$ cat src/rtl/in2out_fifo.sv
// Push-to-pull adapter: PipeIn enq stream into a circular buffer read as PipeOut first/deq.
// Ready outputs come only from registered occupancy, so ENA inputs never reach any ready.
module in2out_fifo #(
  parameter int unsigned Width = 32,
  parameter int unsigned Depth = 4,
  parameter int unsigned Aw    = $clog2(Depth)
) (
  input  logic             clk_i,
  input  logic             rst_ni,
  input  logic             in_enq_ena_i,
  input  logic [Width-1:0] in_enq_v_i,
  output logic             in_enq_rdy_o,
  output logic [Width-1:0] out_first_o,
  output logic             out_first_rdy_o,
  input  logic             out_deq_ena_i,
  output logic             out_deq_rdy_o,
  output logic [Aw:0]      count_o,
  output logic             err_o
);

  localparam logic [Aw:0] FullCount = Depth[Aw:0];

  logic [Width-1:0] mem [Depth];

  logic [Aw-1:0] rd_ptr_q, rd_ptr_d;
  logic [Aw-1:0] wr_ptr_q, wr_ptr_d;
  logic [Aw:0]   count_q, count_d;
  logic          err_q, err_d;

  logic enq_rdy;
  logic deq_rdy;
  logic do_enq;
  logic do_deq;

  assign enq_rdy = (count_q != FullCount);
  assign deq_rdy = (count_q != '0);
  assign do_enq  = in_enq_ena_i && enq_rdy;
  assign do_deq  = out_deq_ena_i && deq_rdy;

  always_comb begin
    rd_ptr_d = rd_ptr_q;
    wr_ptr_d = wr_ptr_q;
    count_d  = count_q;
    err_d    = err_q;

    if (do_enq) begin
      wr_ptr_d = wr_ptr_q + 1'b1;
    end
    if (do_deq) begin
      rd_ptr_d = rd_ptr_q + 1'b1;
    end

    unique case ({do_enq, do_deq})
      2'b10:   count_d = count_q + 1'b1;
      2'b01:   count_d = count_q - 1'b1;
      default: count_d = count_q;
    endcase

    // Strobing a side that is not ready is a producer/consumer bug; latch it until reset.
    if ((in_enq_ena_i && !enq_rdy) || (out_deq_ena_i && !deq_rdy)) begin
      err_d = 1'b1;
    end
  end

  always_ff @(posedge clk_i) begin
    if (!rst_ni) begin
      rd_ptr_q <= '0;
      wr_ptr_q <= '0;
      count_q  <= '0;
      err_q    <= 1'b0;
    end else begin
      rd_ptr_q <= rd_ptr_d;
      wr_ptr_q <= wr_ptr_d;
      count_q  <= count_d;
      err_q    <= err_d;
    end
  end

  // Storage is never cleared; reset only gates off a write issued in the same cycle.
  always_ff @(posedge clk_i) begin
    if (rst_ni && do_enq) begin
      mem[wr_ptr_q] <= in_enq_v_i;
    end
  end

  assign in_enq_rdy_o    = enq_rdy;
  assign out_first_o     = mem[rd_ptr_q];
  assign out_first_rdy_o = deq_rdy;
  assign out_deq_rdy_o   = deq_rdy;
  assign count_o         = count_q;
  assign err_o           = err_q;

endmodule

$ cat config.mk
export PLATFORM = sky130hd
export DESIGN_NAME = in2out_fifo
export DESIGN_NICKNAME = d
export VERILOG_FILES = /design/src/rtl/in2out_fifo.sv
export SDC_FILE = /design/constraint.sdc
export NUM_CORES = 1
export LEC_CHECK = 0
export ABC_AREA = 1
export ABC_CLOCK_PERIOD_IN_PS = 3550
export CORE_UTILIZATION = 37
export DETAILED_ROUTE_END_ITERATION = 8
export MAX_ROUTING_LAYER = met4
export PLACE_DENSITY = 0.61
export SYNTH_ARGS = -nofsm -noshare
export SYNTH_HDL_FRONTEND = slang
export SYNTH_SLANG_ARGS = --single-unit
$ cat constraint.sdc
create_clock -name clk_i -period 3.55 [get_ports clk_i]
set_clock_uncertainty 0.2 [all_clocks]
set_input_delay 0.355 -clock clk_i [delete_from_list [all_inputs] [get_ports clk_i]]
set_output_delay 0.355 -clock clk_i [all_outputs]
set_load 0.01 [all_outputs]
==> summary.txt, run 1 <==
Logic synthesis
  • Top_reg_cell synth: edfxtp_1
  • Register area share after synthesis: 0.757
  • XOR/XNOR Fraction of Synth Area: 0
  • Number of synthesized flops with an enable pin: 128
  • Synthesized Nets: 432
  • Simple-gate share of the synthesized area: 0.0797
  • Post-Synthesis Mean Instance Area: 13.7 sq um
  • Top-area cell type share of the netlist area: 0.720
  • Adder-cell share of the synthesized area: 0.0155
  • Top-count cell post-synth: edfxtp_1
  • Top cells by count, synth: 128 x edfxtp_1, 76 x nor2_1, 46 x o21ai_1, 32 x o22ai_1, 20 x o21ai_0
  • Synth Area in Compound Gates: 0.106
  • Synth top area cells: edfxtp_1 72%, nor2_1 5.3%, o21ai_1 4.3%
  • Largest family of logic cells by synthesized area: compound AO/OA/AOI/OAI gates
  • #FFs+latches synth: 138
  • Synth Warn #: 0
  • Async SR Flop Fraction: 0
  • Synthesized area: 5340 sq um
  • Unique masters post-synth: 26
  • Mux cell area share after synthesis: 0
  • Cells after Synth: 390
  • Area leader, netlist: edfxtp_1

STA
  • Max Slew Vio Count: 0
  • Setup tns final: 0 ns
  • Tcrit/Tclk final: 0.830
  • Crit path time final: 2.95 ns
  • RSZ-0062 raised after global routing: no
  • Final setup viols: 0
  • Worst Tran Pin Value: 0.582 ns
  • Fmax: 340 MHz
  • Hold Fails Final Rpt: 0
  • Slew Limit Headroom: 0.612

Layout
  • Fillers: 1243
  • Register area: 4050 sq um
  • Proportion of layout cells with a drive suffix above 1: 0.113
  • Core Util, Final: 0.491
  • Multi-input gate area: 1100 sq um
  • Fin cells: 665
  • Nets: 514
  • Synth-to-layout area growth: 28.5%
  • Ant. Diodes: 0

Power
  • Total power: 0.00493 W
  • P_sw: 0.00139 W
  • Pwr dens: 718 nW/um^2
  • Switching fraction of total power: 0.281
  • Power share of the clock group: 0.352
  • Internal Pwr Total: 0.00354 W
  • Max VDD drop: 371 uV
  • Leak: 2.34 nW
  • Comb power frac: 0.249
  • Seq pwr share: 0.399

Die
  • Core area: 14000 sq um
  • Die width: 122 um
  • # rows: 43
  • Initial core utilization: 0.382
  • Die area: 14900 sq um
  • Die H: 122 um
  • I/O pin count: 75

Global route
  • Vias in the first global route: 3380
  • Initial antenna violation count: 0
  • Total track usage: 0.164
  • Largest net degree at the start of global routing: 65
  • Gr ovfl total: 0
  • First-pass GRT wire length: 17.2 mm

Placed design
  • Post-DP HPWL: 6.81 mm
  • Routability cong.: 0.778
  • Buffers on Ports: 74
  • Placed instance count: 633

Worst setup path
  • Crit path DAT: 2.39 ns
  • Crit path kind: reg2out
  • Slowest stage cell, crit path: dfxtp_2
  • R2R setup slack: 1.43 ns
  • CP max FO: 28
  • Worst stage delay on the critical path: 0.62 ns
  • Critical Path RT: 2.99 ns
  • CP Launch Type: flop
  • CP Capture Type: primary output
  • CP cell instances: buf_4, o21ai_0, o22ai_1, clkdlybuf4s50_1

Detailed routing
  • Vias: 3251
  • DR pass1 iterations: 4
  • Vias per cell: 4.89
  • ANT nets after route: 0
  • Avg WL per Cell: 16.7 um
  • Initial drt markers: 244
  • Drc violations: 0
  • Final wirelength: 11.1 mm

Hold path
  • Hold Crit Class: reg2reg

Clock tree
  • CTS H-tree lvls: 4
  • CTS tree: built
  • Post-CTS Hold Buffers: 0
  • Worst-Skew Late Latency: 0.42 ns
  • Clk slew on worst S/H paths: 0.06 ns
  • CTS root buffer: clkbuf_16
  • Post_cts resized: 0
  • Total CTS buffers: 17
  • CTS max path bufs: 2
  • Setup Fix Bufs, Post-CTS: 0
  • Clock Sinks: 138

Flow run
  • Max Cap Violations: 0

Run status
  • Status: complete, no violations
==> cell usage in the layout (no fill, tap or decap), types with 3 or more instances in the layout <==
master	instances
clkinv_2	4
clkbuf_16	17
bufinv_16	3
clkdlybuf4s50_1	74
o21ai_0	20
nor2_4	5
ha_1	5
inv_1	17
buf_4	10
nand2_1	13
o22ai_1	32
nor2_1	72
clkinvlp_4	4
o21ai_1	46
edfxtp_1	128
dfxtp_1	9
nand3_1	6
==> flip-flops by register name (all words and copies together) (netlist names), named ones only <==
signal / cells
rd_ptr_q: 2
err_o: 1
count_o: 3
mem: 128
wr_ptr_q: 2
==> cells by family after synthesis <==
family,count (synthesis)
AOI/OAI and AO/OA,102
buffers and inverters,42
DFF,138
and+or+nand+nor,102
adders and majority gates,6
==> stage by stage <==
step / setup WS [ns] / cell area, sq um / hold slack, ns
after floorplan: 0.780 / 5340 / 0.254
after global placement: 0.973 / 6280 / 0.280
after detailed placement: 0.941 / 6280 / 0.298
after CTS: 0.599 / 6860 / 0.307
after global routing: 0.441 / 6860 / 0.332
final: 0.605 / 6860 / 0.305
==> critical path: cells and delay by family (launching register included) <==
family | cells | cell delay, ns
AOI/OAI and AO/OA | 2 | 0.38
buffers and inverters | 2 | 0.97
DFF | 1 | 0.62
==> power by group through the flow <==
| stage | logic, W | clock network (W) | registers [W] |
|---|---|---|---|
| 2_1_floorplan | 0.000700 | 0 | 0.00198 |
| 3_3_place_gp | 0.00123 | 0 | 0.00200 |
| 3_5_place_dp | 0.00124 | 0 | 0.00200 |
| 4_1_cts | 0.00125 | 0.00177 | 0.00197 |
| 5_1_grt | 0.00135 | 0.00183 | 0.00198 |
| 6_report | 0.00123 | 0.00173 | 0.00197 |
==> worst paths after layout <==
check         startpoint               to  cells after the start
max                 flop  out_first_o[26]                      4
min          rd_ptr_q[1]             flop                      2
max reg2reg   count_o[1]       mem[1][13]                      5
min reg2reg  rd_ptr_q[1]             flop                      2
==> routing by layer <==
layer | track usage | up-vias | routed length (um) | share of wire
li1 | - | 1583 | - | -
met1 | 0.198 | 1584 | 5010 | 0.45
met2 | 0.257 | 77 | 5470 | 0.49
met3 | 0.0445 | 7 | 532 | 0.048
met4 | 0.0732 | 0 | 95 | 0.0085
met5 | - | - | 0 | 0
==> area by class of cell <==
type	count	area share
clock buffer	19	0.0631
timing repair buffer	84	0.119
tap	180	0.0328
clock inverter	13	0.0222
sequential	138	0.590
inverter	21	0.0126
multi-input combinational	210	0.161
(Power assumes the default switching activity.)
==> inputs of run 2 (changes only) <==
--- a/config.mk
+++ b/config.mk
@@ -6,11 +6,11 @@
 export NUM_CORES = 1
 export LEC_CHECK = 0
 export ABC_AREA = 1
-export ABC_CLOCK_PERIOD_IN_PS = 3550
+export ABC_CLOCK_PERIOD_IN_PS = 2700
 export CORE_UTILIZATION = 37
 export DETAILED_ROUTE_END_ITERATION = 8
 export MAX_ROUTING_LAYER = met4
-export PLACE_DENSITY = 0.61
+export PLACE_DENSITY = 0.63
 export SYNTH_ARGS = -nofsm -noshare
 export SYNTH_HDL_FRONTEND = slang
 export SYNTH_SLANG_ARGS = --single-unit
==> constraint.sdc (replaced) <==
create_clock -name clk_i -period 2.7 [get_ports clk_i]
set_clock_uncertainty 0.2 [all_clocks]
set_input_delay 0.27 -clock clk_i [delete_from_list [all_inputs] [get_ports clk_i]]
set_output_delay 0.27 -clock clk_i [all_outputs]
set_load 0.01 [all_outputs]
==> run 2 against run 1 <==
- setup slack worse by 0.44 ns
- sequential share of layout area down 0.12 points
- critical path depth unchanged
- cell count up 0.60%
- sequential cell count unchanged
- first-iteration DRC count down 6.6%
- die area unchanged
==> summary.txt, run 2 (same netlist as run 1, synthesis figures left out) <==
STA
  • Fmax: 394 MHz
  • Slew Limit Headroom: 0.689 (was 0.612)
  • Final setup viols: 0 (unchanged)
  • Worst Tran Pin Value: 0.467 ns (was 0.582 ns)
  • Hold WS: 0.307 ns (was 0.305 ns)
  • Final worst setup slack: 0.160 ns (was 0.605 ns)
  • Crit path time final: 2.54 ns
  • Max Slew Vio Count: 0 (unchanged)
  • Hold Fails Final Rpt: 0 (unchanged)
  • Tcrit/Tclk final: 0.941
  • RSZ-0062 raised after global routing: no (unchanged)

Global route
  • GRT met3 Usage: 0.0375 (was 0.0445)
  • Gr ovfl total: 0 (unchanged)
  • Vias in the first global route: 3303 (was 3380)
  • First-pass GRT wire length: 16.7 mm (was 17.2 mm)
  • Met1 usage: 0.186 (was 0.198)
  • Total track usage: 0.155 (was 0.164)
  • Met2 Use GR: 0.257 (unchanged)
  • Largest net degree at the start of global routing: 65 (unchanged)
  • Initial antenna violation count: 1 (was 0)
  • Busiest metal layer after global routing: met2 (unchanged)

Clock tree
  • Total CTS buffers: 17 (unchanged)
  • Setup Fix Bufs, Post-CTS: 0 (unchanged)
  • Post_cts resized: 0 (unchanged)
  • CTS tree: built (unchanged)
  • CTS H-tree lvls: 4 (unchanged)
  • CTS root buffer: clkbuf_16 (unchanged)
  • Worst-Skew Late Latency: 0.40 ns (was 0.42 ns)
  • Post-CTS Hold Buffers: 0 (unchanged)
  • Clock Sinks: 138 (unchanged)
  • Clk slew on worst S/H paths: 0.05 ns (was 0.06 ns)
  • CTS max path bufs: 2 (unchanged)

Layout
  • Proportion of layout cells with a drive suffix above 1: 0.111 (was 0.113)
  • Most frequent cells in the layout: 128 x edfxtp_1, 74 x clkdlybuf4s50_1, 72 x nor2_1, 46 x o21ai_1, 32 x o22ai_1 (unchanged)
  • Core Util, Final: 0.492 (was 0.491)
  • Largest register by flop count: mem (unchanged)
  • Register area: 4050 sq um (unchanged)
  • Commonest non-fill, non-tap cell in the layout: edfxtp_1 (unchanged)
  • Synth-to-layout area growth: 28.7% (was 28.5%)
  • Max FFs per register: 128 (unchanged)
  • Multi-input gate area: 1100 sq um (unchanged)
  • Nets: 518 (was 514)
  • Fillers: 1252 (was 1243)

Placed design
  • Routability cong.: 0.763 (was 0.778)
  • Post-DP HPWL: 6.45 mm (was 6.81 mm)
  • Dpl ws: 0.351 ns (was 0.941 ns)
  • Buffers on Ports: 74 (unchanged)

Run status
  • Status: complete, no violations (unchanged)

Detailed routing
  • ANT nets after route: 0 (unchanged)
  • Avg WL per Cell: 15.7 um (was 16.7 um)
  • DR pass1 iterations: 4 (unchanged)
  • Drc violations: 0 (unchanged)
  • Initial drt markers: 228 (was 244)
  • Vias per cell: 4.88 (was 4.89)
  • Vias: 3264 (was 3251)
  • Final wirelength: 10.5 mm (was 11.1 mm)

Die
  • Initial core utilization: 0.382 (unchanged)
  • # rows: 43 (unchanged)
  • Die H: 122 um (unchanged)
  • Die area: 14900 sq um (unchanged)
  • I/O pin count: 75 (unchanged)
  • Die width: 122 um (unchanged)
  • Core area: 14000 sq um (unchanged)

Flow run
  • Max Cap Violations: 0 (unchanged)

Worst setup path
  • CP Launch Type: flop (unchanged)
  • CP Capture Type: primary output (unchanged)
  • Crit path DAT: 2.07 ns (was 2.39 ns)
  • Worst stage delay on the critical path: 0.58 ns (was 0.62 ns)
  • Crit path kind: reg2out (unchanged)
  • CP cell instances: inv_6, o21ai_0, o22ai_1, clkdlybuf4s50_1 (was buf_4, o21ai_0, o22ai_1, clkdlybuf4s50_1)
  • Critical Path RT: 2.23 ns (was 2.99 ns)
  • CP max FO: 64 (was 28)
  • Slowest stage cell, crit path: clkdlybuf4s50_1 (was dfxtp_2)

Power
  • Pwr dens: 921 nW/um^2 (was 718 nW/um^2)
  • Total power: 0.00633 W (was 0.00493 W)
  • Leak: 2.35 nW (was 2.34 nW)
  • Max VDD drop: 407 uV (was 371 uV)

Hold path
  • Hold Crit Class: in2reg (was reg2reg)
[run 2: final cells by class]
class,count,area share
Clock buffer,20,0.0635
Tap cell,180,0.0328
Multi-Input combinational cell,210,0.161
Clock inverter,11,0.0153
Sequential cell,138,0.588
Antenna cell,1,0.000364
Inverter,21,0.0126
Timing Repair Buffer,88,0.127
[run 2: where the power goes]
part	leakage [nW]	switching (W)	internal (W)
Clock	0.260	0.000788	0.00133
Sequential	1.24	0.0000753	0.00248
Combinational	0.848	0.000889	0.000758
[run 2: path summary, 6_finish.rpt]
| check | start | to | slack (ns) | cells after the start |
|---|---|---|---|---|
| max | flop | out_first_o[29] | 0.16 | 4 |
| min | in_enq_v_i[31] | mem[0][31] | 0.31 | 1 |
| max reg2reg | count_o[2] | count_o[2] | 0.65 | 13 |
| min reg2reg | rd_ptr_q[1] | rd_ptr_q[1] | 0.31 | 2 |
[run 2: worst max-delay path, delay by kind of cell (launching register included)]
family                 cells  cell delay [ns]
buffers and inverters      2             0.93
AO/OA/AOI/OAI              2             0.37
flip-flops                 1             0.35
[run 2: metrics by stage]
stage	setup TNS (ns)	cells	cell area, sq um
global placement	0	637	6330
detailed placement	0	637	6330
finish	0	669	6880
CTS	0	668	6870
floorplan	-9.02	390	5340
global route	0	669	6880
[run 2: routing by layer]
metal,wire length (um),vias up
li1,-,1599
met1,4710,1594
met2,5300,66
met3,428,5
met4,57,0
met5,0,-
